**src/rtl/dmem_pkg.sv**
```systemverilog
// Shared types for the data-memory controller: access sizes, FSM states, error codes
// and the alignment rule shared by request decode and any user of it.
package dmem_pkg;

    typedef enum logic [1:0] {
        SIZE_BYTE = 2'b00,
        SIZE_HALF = 2'b01,
        SIZE_WORD = 2'b10,
        SIZE_RSVD = 2'b11
    } size_e;

    typedef enum logic [1:0] {
        ST_IDLE   = 2'b00,
        ST_ACCESS = 2'b01,
        ST_RESP   = 2'b10
    } state_e;

    typedef enum logic {
        ERR_NONE     = 1'b0,
        ERR_MISALIGN = 1'b1
    } err_e;

    // Reserved size is reported the same way as a misaligned access.
    function automatic err_e check_align(input logic [1:0] size, input logic [1:0] addr_lo);
        err_e err;
        case (size)
            SIZE_BYTE: err = ERR_NONE;
            SIZE_HALF: err = addr_lo[0] ? ERR_MISALIGN : ERR_NONE;
            SIZE_WORD: err = (addr_lo != 2'b00) ? ERR_MISALIGN : ERR_NONE;
            default:   err = ERR_MISALIGN;
        endcase
        return err;
    endfunction

endpackage

```
**src/rtl/load_align.sv**
```systemverilog
// Combinational load formatter: selects the byte/half lane of a memory word and
// sign- or zero-extends it to 32 bits.
module load_align
    import dmem_pkg::*;
(
    input  logic [31:0] word,
    input  logic [1:0]  size,
    input  logic [1:0]  addr_lo,
    input  logic        is_unsigned,
    output logic [31:0] data
);

    logic [7:0]  byte_lane;
    logic [15:0] half_lane;

    // NOTE: every output of a combinational block gets a default first, so no path leaves it unassigned and no latch is inferred.
    always_comb begin
        byte_lane = word[7:0];
        half_lane = addr_lo[1] ? word[31:16] : word[15:0];
        data      = word;
        case (addr_lo)
            2'b00:   byte_lane = word[7:0];
            2'b01:   byte_lane = word[15:8];
            2'b10:   byte_lane = word[23:16];
            default: byte_lane = word[31:24];
        endcase
        case (size)
            SIZE_BYTE: data = {{24{byte_lane[7] & ~is_unsigned}}, byte_lane};
            SIZE_HALF: data = {{16{half_lane[15] & ~is_unsigned}}, half_lane};
            default:   data = word;
        endcase
    end

endmodule

```
**src/rtl/dmem_ctrl.sv**
```systemverilog
// Two-requester (core, debug/loader) data-memory controller: round-robin grant,
// one-cycle memory access, one-cycle response. Debug arbitration: DMEM_CTRL_DBG_PORT_EN.
module dmem_ctrl
    import dmem_pkg::*;
#(
    parameter int MEM_AW = 15
) (
    input  logic              clk,
    input  logic              rst_n,

    input  logic              core_req_valid,
    output logic              core_req_ready,
    input  logic              core_req_we,
    input  logic [1:0]        core_req_size,
    input  logic              core_req_unsigned,
    input  logic [MEM_AW+1:0] core_req_addr,
    input  logic [31:0]       core_req_wdata,
    output logic              core_rsp_valid,
    output logic              core_rsp_err,

    input  logic              dbg_req_valid,
    output logic              dbg_req_ready,
    input  logic              dbg_req_we,
    input  logic [1:0]        dbg_req_size,
    input  logic              dbg_req_unsigned,
    input  logic [MEM_AW+1:0] dbg_req_addr,
    input  logic [31:0]       dbg_req_wdata,
    output logic              dbg_rsp_valid,
    output logic              dbg_rsp_err,

    output logic [31:0]       rsp_rdata,

    output logic              mem_read_ctrl,
    output logic              mem_write_ctrl,
    output logic              B,
    output logic              H,
    output logic [MEM_AW-1:0] mem_address,
    output logic [1:0]        addr_allign,
    output logic [31:0]       mem_data_write,
    input  logic [31:0]       mem_data_read
);

    state_e            state_q, state_d;
    logic              prio_dbg_q, prio_dbg_d;
    logic              port_dbg_q, port_dbg_d;
    logic              we_q, we_d;
    logic [1:0]        size_q, size_d;
    logic              uns_q, uns_d;
    err_e              err_q, err_d;
    logic              mem_rd_q, mem_rd_d;
    logic              mem_wr_q, mem_wr_d;
    logic              b_q, b_d;
    logic              h_q, h_d;
    logic [MEM_AW-1:0] mem_addr_q, mem_addr_d;
    logic [1:0]        addr_lo_q, addr_lo_d;
    logic [31:0]       mem_wdata_q, mem_wdata_d;
    logic              rsp_valid_q, rsp_valid_d;
    logic              rsp_err_q, rsp_err_d;
    logic [31:0]       rsp_rdata_q, rsp_rdata_d;

    logic              dbg_valid;
    logic              grant_dbg;
    logic              sel_valid;
    logic              sel_we;
    logic [1:0]        sel_size;
    logic              sel_uns;
    logic [MEM_AW+1:0] sel_addr;
    logic [31:0]       sel_wdata;
    err_e              sel_err;
    logic [31:0]       load_data;

`ifdef DMEM_CTRL_DBG_PORT_EN
    assign dbg_valid = dbg_req_valid;
`else
    logic unused_dbg_valid;
    assign unused_dbg_valid = dbg_req_valid;
    assign dbg_valid        = 1'b0;
`endif

    // Debug wins only if core is idle or core was served last.
    assign grant_dbg = dbg_valid & (~core_req_valid | prio_dbg_q);
    assign sel_valid = grant_dbg ? dbg_valid        : core_req_valid;
    assign sel_we    = grant_dbg ? dbg_req_we       : core_req_we;
    assign sel_size  = grant_dbg ? dbg_req_size     : core_req_size;
    assign sel_uns   = grant_dbg ? dbg_req_unsigned : core_req_unsigned;
    assign sel_addr  = grant_dbg ? dbg_req_addr     : core_req_addr;
    assign sel_wdata = grant_dbg ? dbg_req_wdata    : core_req_wdata;
    assign sel_err   = check_align(sel_size, sel_addr[1:0]);

    load_align u_load_align (
        .word        (mem_data_read),
        .size        (size_q),
        .addr_lo     (addr_lo_q),
        .is_unsigned (uns_q),
        .data        (load_data)
    );

    always_comb begin
        state_d     = state_q;
        prio_dbg_d  = prio_dbg_q;
        port_dbg_d  = port_dbg_q;
        we_d        = we_q;
        size_d      = size_q;
        uns_d       = uns_q;
        err_d       = err_q;
        mem_rd_d    = 1'b0;
        mem_wr_d    = 1'b0;
        b_d         = b_q;
        h_d         = h_q;
        mem_addr_d  = mem_addr_q;
        addr_lo_d   = addr_lo_q;
        mem_wdata_d = mem_wdata_q;
        rsp_valid_d = 1'b0;
        rsp_err_d   = 1'b0;
        rsp_rdata_d = rsp_rdata_q;
        case (state_q)
            ST_IDLE: begin
                if (sel_valid) begin
                    state_d     = ST_ACCESS;
                    port_dbg_d  = grant_dbg;
                    prio_dbg_d  = ~grant_dbg;
                    we_d        = sel_we;
                    size_d      = sel_size;
                    uns_d       = sel_uns;
                    err_d       = sel_err;
                    mem_rd_d    = ~sel_we & (sel_err == ERR_NONE);
                    mem_wr_d    = sel_we & (sel_err == ERR_NONE);
                    b_d         = (sel_size == SIZE_BYTE);
                    h_d         = (sel_size == SIZE_HALF);
                    mem_addr_d  = sel_addr[MEM_AW+1:2];
                    addr_lo_d   = sel_addr[1:0];
                    mem_wdata_d = sel_wdata;
                end
            end
            ST_ACCESS: begin
                state_d     = ST_RESP;
                rsp_valid_d = 1'b1;
                rsp_err_d   = (err_q == ERR_MISALIGN);
                rsp_rdata_d = (we_q || err_q == ERR_MISALIGN) ? 32'h0 : load_data;
            end
            ST_RESP: state_d = ST_IDLE;
            default: state_d = ST_IDLE;
        endcase
    end

    // NOTE: sequential state uses non-blocking assignments so every flop samples pre-edge values.
    always_ff @(posedge clk or negedge rst_n) begin
        if (!rst_n) begin
            state_q     <= ST_IDLE;
            prio_dbg_q  <= 1'b0;
            port_dbg_q  <= 1'b0;
            we_q        <= 1'b0;
            size_q      <= 2'b00;
            uns_q       <= 1'b0;
            err_q       <= ERR_NONE;
            mem_rd_q    <= 1'b0;
            mem_wr_q    <= 1'b0;
            b_q         <= 1'b0;
            h_q         <= 1'b0;
            mem_addr_q  <= '0;
            addr_lo_q   <= 2'b00;
            mem_wdata_q <= 32'h0;
            rsp_valid_q <= 1'b0;
            rsp_err_q   <= 1'b0;
            rsp_rdata_q <= 32'h0;
        end else begin
            state_q     <= state_d;
            prio_dbg_q  <= prio_dbg_d;
            port_dbg_q  <= port_dbg_d;
            we_q        <= we_d;
            size_q      <= size_d;
            uns_q       <= uns_d;
            err_q       <= err_d;
            mem_rd_q    <= mem_rd_d;
            mem_wr_q    <= mem_wr_d;
            b_q         <= b_d;
            h_q         <= h_d;
            mem_addr_q  <= mem_addr_d;
            addr_lo_q   <= addr_lo_d;
            mem_wdata_q <= mem_wdata_d;
            rsp_valid_q <= rsp_valid_d;
            rsp_err_q   <= rsp_err_d;
            rsp_rdata_q <= rsp_rdata_d;
        end
    end

    assign core_req_ready = (state_q == ST_IDLE) & ~grant_dbg;
    assign core_rsp_valid = rsp_valid_q & ~port_dbg_q;
    assign core_rsp_err   = rsp_err_q & ~port_dbg_q;

`ifdef DMEM_CTRL_DBG_PORT_EN
    assign dbg_req_ready  = (state_q == ST_IDLE) & grant_dbg;
    assign dbg_rsp_valid  = rsp_valid_q & port_dbg_q;
    assign dbg_rsp_err    = rsp_err_q & port_dbg_q;
`else
    assign dbg_req_ready  = 1'b0;
    assign dbg_rsp_valid  = 1'b0;
    assign dbg_rsp_err    = 1'b0;
`endif

    assign rsp_rdata      = rsp_rdata_q;
    assign mem_read_ctrl  = mem_rd_q;
    assign mem_write_ctrl = mem_wr_q;
    assign B              = b_q;
    assign H              = h_q;
    assign mem_address    = mem_addr_q;
    assign addr_allign    = addr_lo_q;
    assign mem_data_write = mem_wdata_q;

endmodule

```
**config.mk**
```make
export PLATFORM = sky130hd
export DESIGN_NAME = dmem_ctrl
export DESIGN_NICKNAME = d
export VERILOG_FILES = /design/src/rtl/dmem_pkg.sv /design/src/rtl/load_align.sv /design/src/rtl/dmem_ctrl.sv
export SDC_FILE = /design/constraint.sdc
export NUM_CORES = 1
export LEC_CHECK = 0
export ABC_AREA = 1
export CELL_PAD_IN_SITES_DETAIL_PLACEMENT = 2
export CELL_PAD_IN_SITES_GLOBAL_PLACEMENT = 2
export CORE_ASPECT_RATIO = 1.2
export CORE_UTILIZATION = 22
export CTS_CLUSTER_DIAMETER = 50
export DETAILED_ROUTE_END_ITERATION = 10
export HOLD_SLACK_MARGIN = 0.03
export PLACE_DENSITY_LB_ADDON = 0.1
export SLEW_MARGIN = 5
export SYNTH_ARGS = -nofsm -noshare
export SYNTH_HDL_FRONTEND = slang
export SYNTH_SLANG_ARGS = --single-unit
```
**constraint.sdc**
```tcl
create_clock -name clk -period 2.7 [get_ports clk]
set_input_delay 0.27 -clock clk [delete_from_list [all_inputs] [get_ports clk]]
set_output_delay 0.27 -clock clk [all_outputs]
set_load 0.1 [all_outputs]
```
==> flow_summary.toml <==
[layout]
instances_no_fill = 971
final_util_pct = 33.6
nets = 851
area_growth_pct = 49.5
drive_gt1_share_pct = 18.3

[placed_design]
dp_hpwl_mm = 11.5
port_buffers = 175
routabilityCongestion = 0.725
dp.cells = 953

[setup_path]
worstPathArrival_ns = 2.03
cp_max_fo = 20
cp.required_ns = 2.93
critPathCaptureType = "flip-flop"
start_kind = "flip-flop"
path_class = "flip-flop to flip-flop"

[yosys]
seq_area_frac_synth_pct = 55.6
avgSynthCellArea_sq_um = 7.84
ys_warn_count = 0
synth-seq-cells = 94
yosys.cell_types.count = 22
netlist_area_sq_um = 4230
synthCells = 540

[sta]
max_slew_margin_pct = 52.3
grt_setup_unrepaired = "false"
period_needed_ns = 1.80
fin_crit_sh_pct = 66.7
timing_hold_violations_final = 0
tns_ns = 0
setup_viol = 0
tightest_slew_ns = 0.716
fmax_ghz = 0.555
fin_worst_skew_ns = 0.0131
drv_slew = 0

[drt]
drc = 0
drtPass1Iterations = 4
routed_wl_mm = 15.6
vias_per_cell = 4.25
ant_nets = 0
num_vias = 4128
wl_per_cell_um = 16.1
drt-initial-drc-count = 94

[global_routing]
track_usage_pct = 16.2
antenna_found_initial = 1
grt_pass1_wl_mm = 24.5
grt_pass1_vias = 4661
grt_max_degree = 54
grt-ovfl-total = 0

[floorplan]
coreArea_sq_um = 18900
dieArea_sq_um = 19800
initial_utilization_pct = 22.4
num_io_pins = 233
fp-row-count = 55
die_w_um = 129
die_h_um = 154

[pwr]
power.density_nw_per_um2 = 1160
p_total_uw = 7320
p_leak_uw = 0.00334
irDropWorstVdd_mv = 0.395

[clock_network]
clkSinkCount = 94
cts.path.max_buffers = 2
cts_tree = "yes"
clk_pin_slew_ns = 0.08
cts_setup_buffers = 0
clock_latency_ns = 0.35
root_buffer = "clkbuf_16"
ctsHtreeMaxLevel = 3
cts_buffers = 9
cts_resized = 0

[hold_path]
hold_class = "primary input to flip-flop"

[flow_run]
drv_cap = 0

[run_status]
status = "completed"
[power by group]
part,internal (uW),leakage [uW],total (uW),switching (uW)
Clock,686,0.000147,1300,614
Sequential,1750,0.00120,1970,223
Combinational,814,0.00199,4050,3240
[metal layers]
metal / vias up / part of all wire, % / GRT usage, %
met5: - / 0 / 0
met4: 0 / 1.0 / 3.81
met3: 9 / 7.4 / 5.50
met2: 103 / 52 / 29.3
met1: 2035 / 39 / 18.0
li1: 1981 / - / -
[final timing paths]
kind | endpoint | startpoint | slack, ns | cells past startpoint
setup / recovery | rsp_rdata[31] | addr_allign[1] | 0.90 | 6
hold / removal | mem_data_write[25] | core_req_wdata[25] | 0.45 | 3
setup reg to reg | rsp_rdata[31] | addr_allign[1] | 0.90 | 6
hold reg to reg | rsp_rdata[1] | rsp_rdata[1] | 0.48 | 2
max in group asynchronous | rsp_rdata[8] | rst_n | 1.46 | 3
min in group asynchronous | rsp_rdata[3] | rst_n | 0.50 | 2
[cells in the mapped netlist]
cell      count  area share, %
buf_2         6           0.71
nor2_2        2           0.30
inv_2         1          0.089
nand3_4       2           0.83
o22ai_1       1           0.15
or2_2         9            1.3
nand2_1     270             24
o21ai_0      28            3.3
a21oi_1      15            1.8
nand2_2       1           0.15
nand3_1      15            1.8
dfrtp_1      94             56
nor2_1       39            3.5
buf_4         8            1.4
inv_1        30            2.7
buf_6         2           0.53
clkbuf_2      1           0.12
nand3_2       1           0.24
o21a_1        1           0.18
clkbuf_1     11           0.98
o221ai_1      2           0.41
conb_1        1          0.089
[flip-flops by register name, indices dropped and copies added, names as in the netlist, 2 cells and up]
signal	cells
mem_address	15
size_q	2
addr_allign	2
state_q	2
mem_data_write	32
rsp_rdata	32
[area by class of cell]
class                      instances  area (sq um)
tap                              256           320
timing repair buffer             184          1620
inverter                          31           116
clock inverter                     5          40.0
antenna                            1          2.50
sequential                        94          2350
clock buffer                      11           253
fill                            2219         12500
multi-input combinational        389          1620
[critical path, stage by stage (launching register included)]
cell and delay, ns:
dfrtp_1 0.73, nand2_1 0.10, o21a_1 0.24, nand3_4 0.17, nand3_4 0.23, nand2_1 0.15
nand2_1 0.06
[repair_timing]
item / CTS / global route
endpoints found under the setup margin: 0 / 0
hold buffers: 1 / 0
hold endpoints to repair: 47 / 0
[placed cells by master, fill, tap and decap left out, types with 2 or more instances in the layout]
cell	n
o221ai_1	2
nor2_2	3
nand2_2	2
or2_2	9
nand2_1	269
nand3_1	15
inv_1	30
o21ai_0	28
a21oi_1	15
buf_4	95
nor2_1	38
clkinv_4	2
dfrtp_1	94
clkbuf_16	9
inv_6	2
clkdlybuf4s50_1	86
nand3_4	2
buf_12	2
clkbuf_8	2
conb_1	3
[cells by family after synthesis]
family / share of synthesized area (%)
AO/OA/AOI/OAI: 5.82
buffers and inverters: 6.50
flip-flops: 55.6
other: 0.0886
AND/OR/NAND/NOR: 32.0
[per-stage QoR]
step                area [sq um]  setup WS (ns)  hold WS (ns)
floorplan                   4240          0.510       -0.0256
global placement            6020          0.855         0.351
detailed placement          6020          0.817         0.367
CTS                         6320          0.826         0.445
global route                6320          0.678         0.448
finish                      6330          0.899         0.454
No activity file was read; power rests on OpenSTA's default activity.
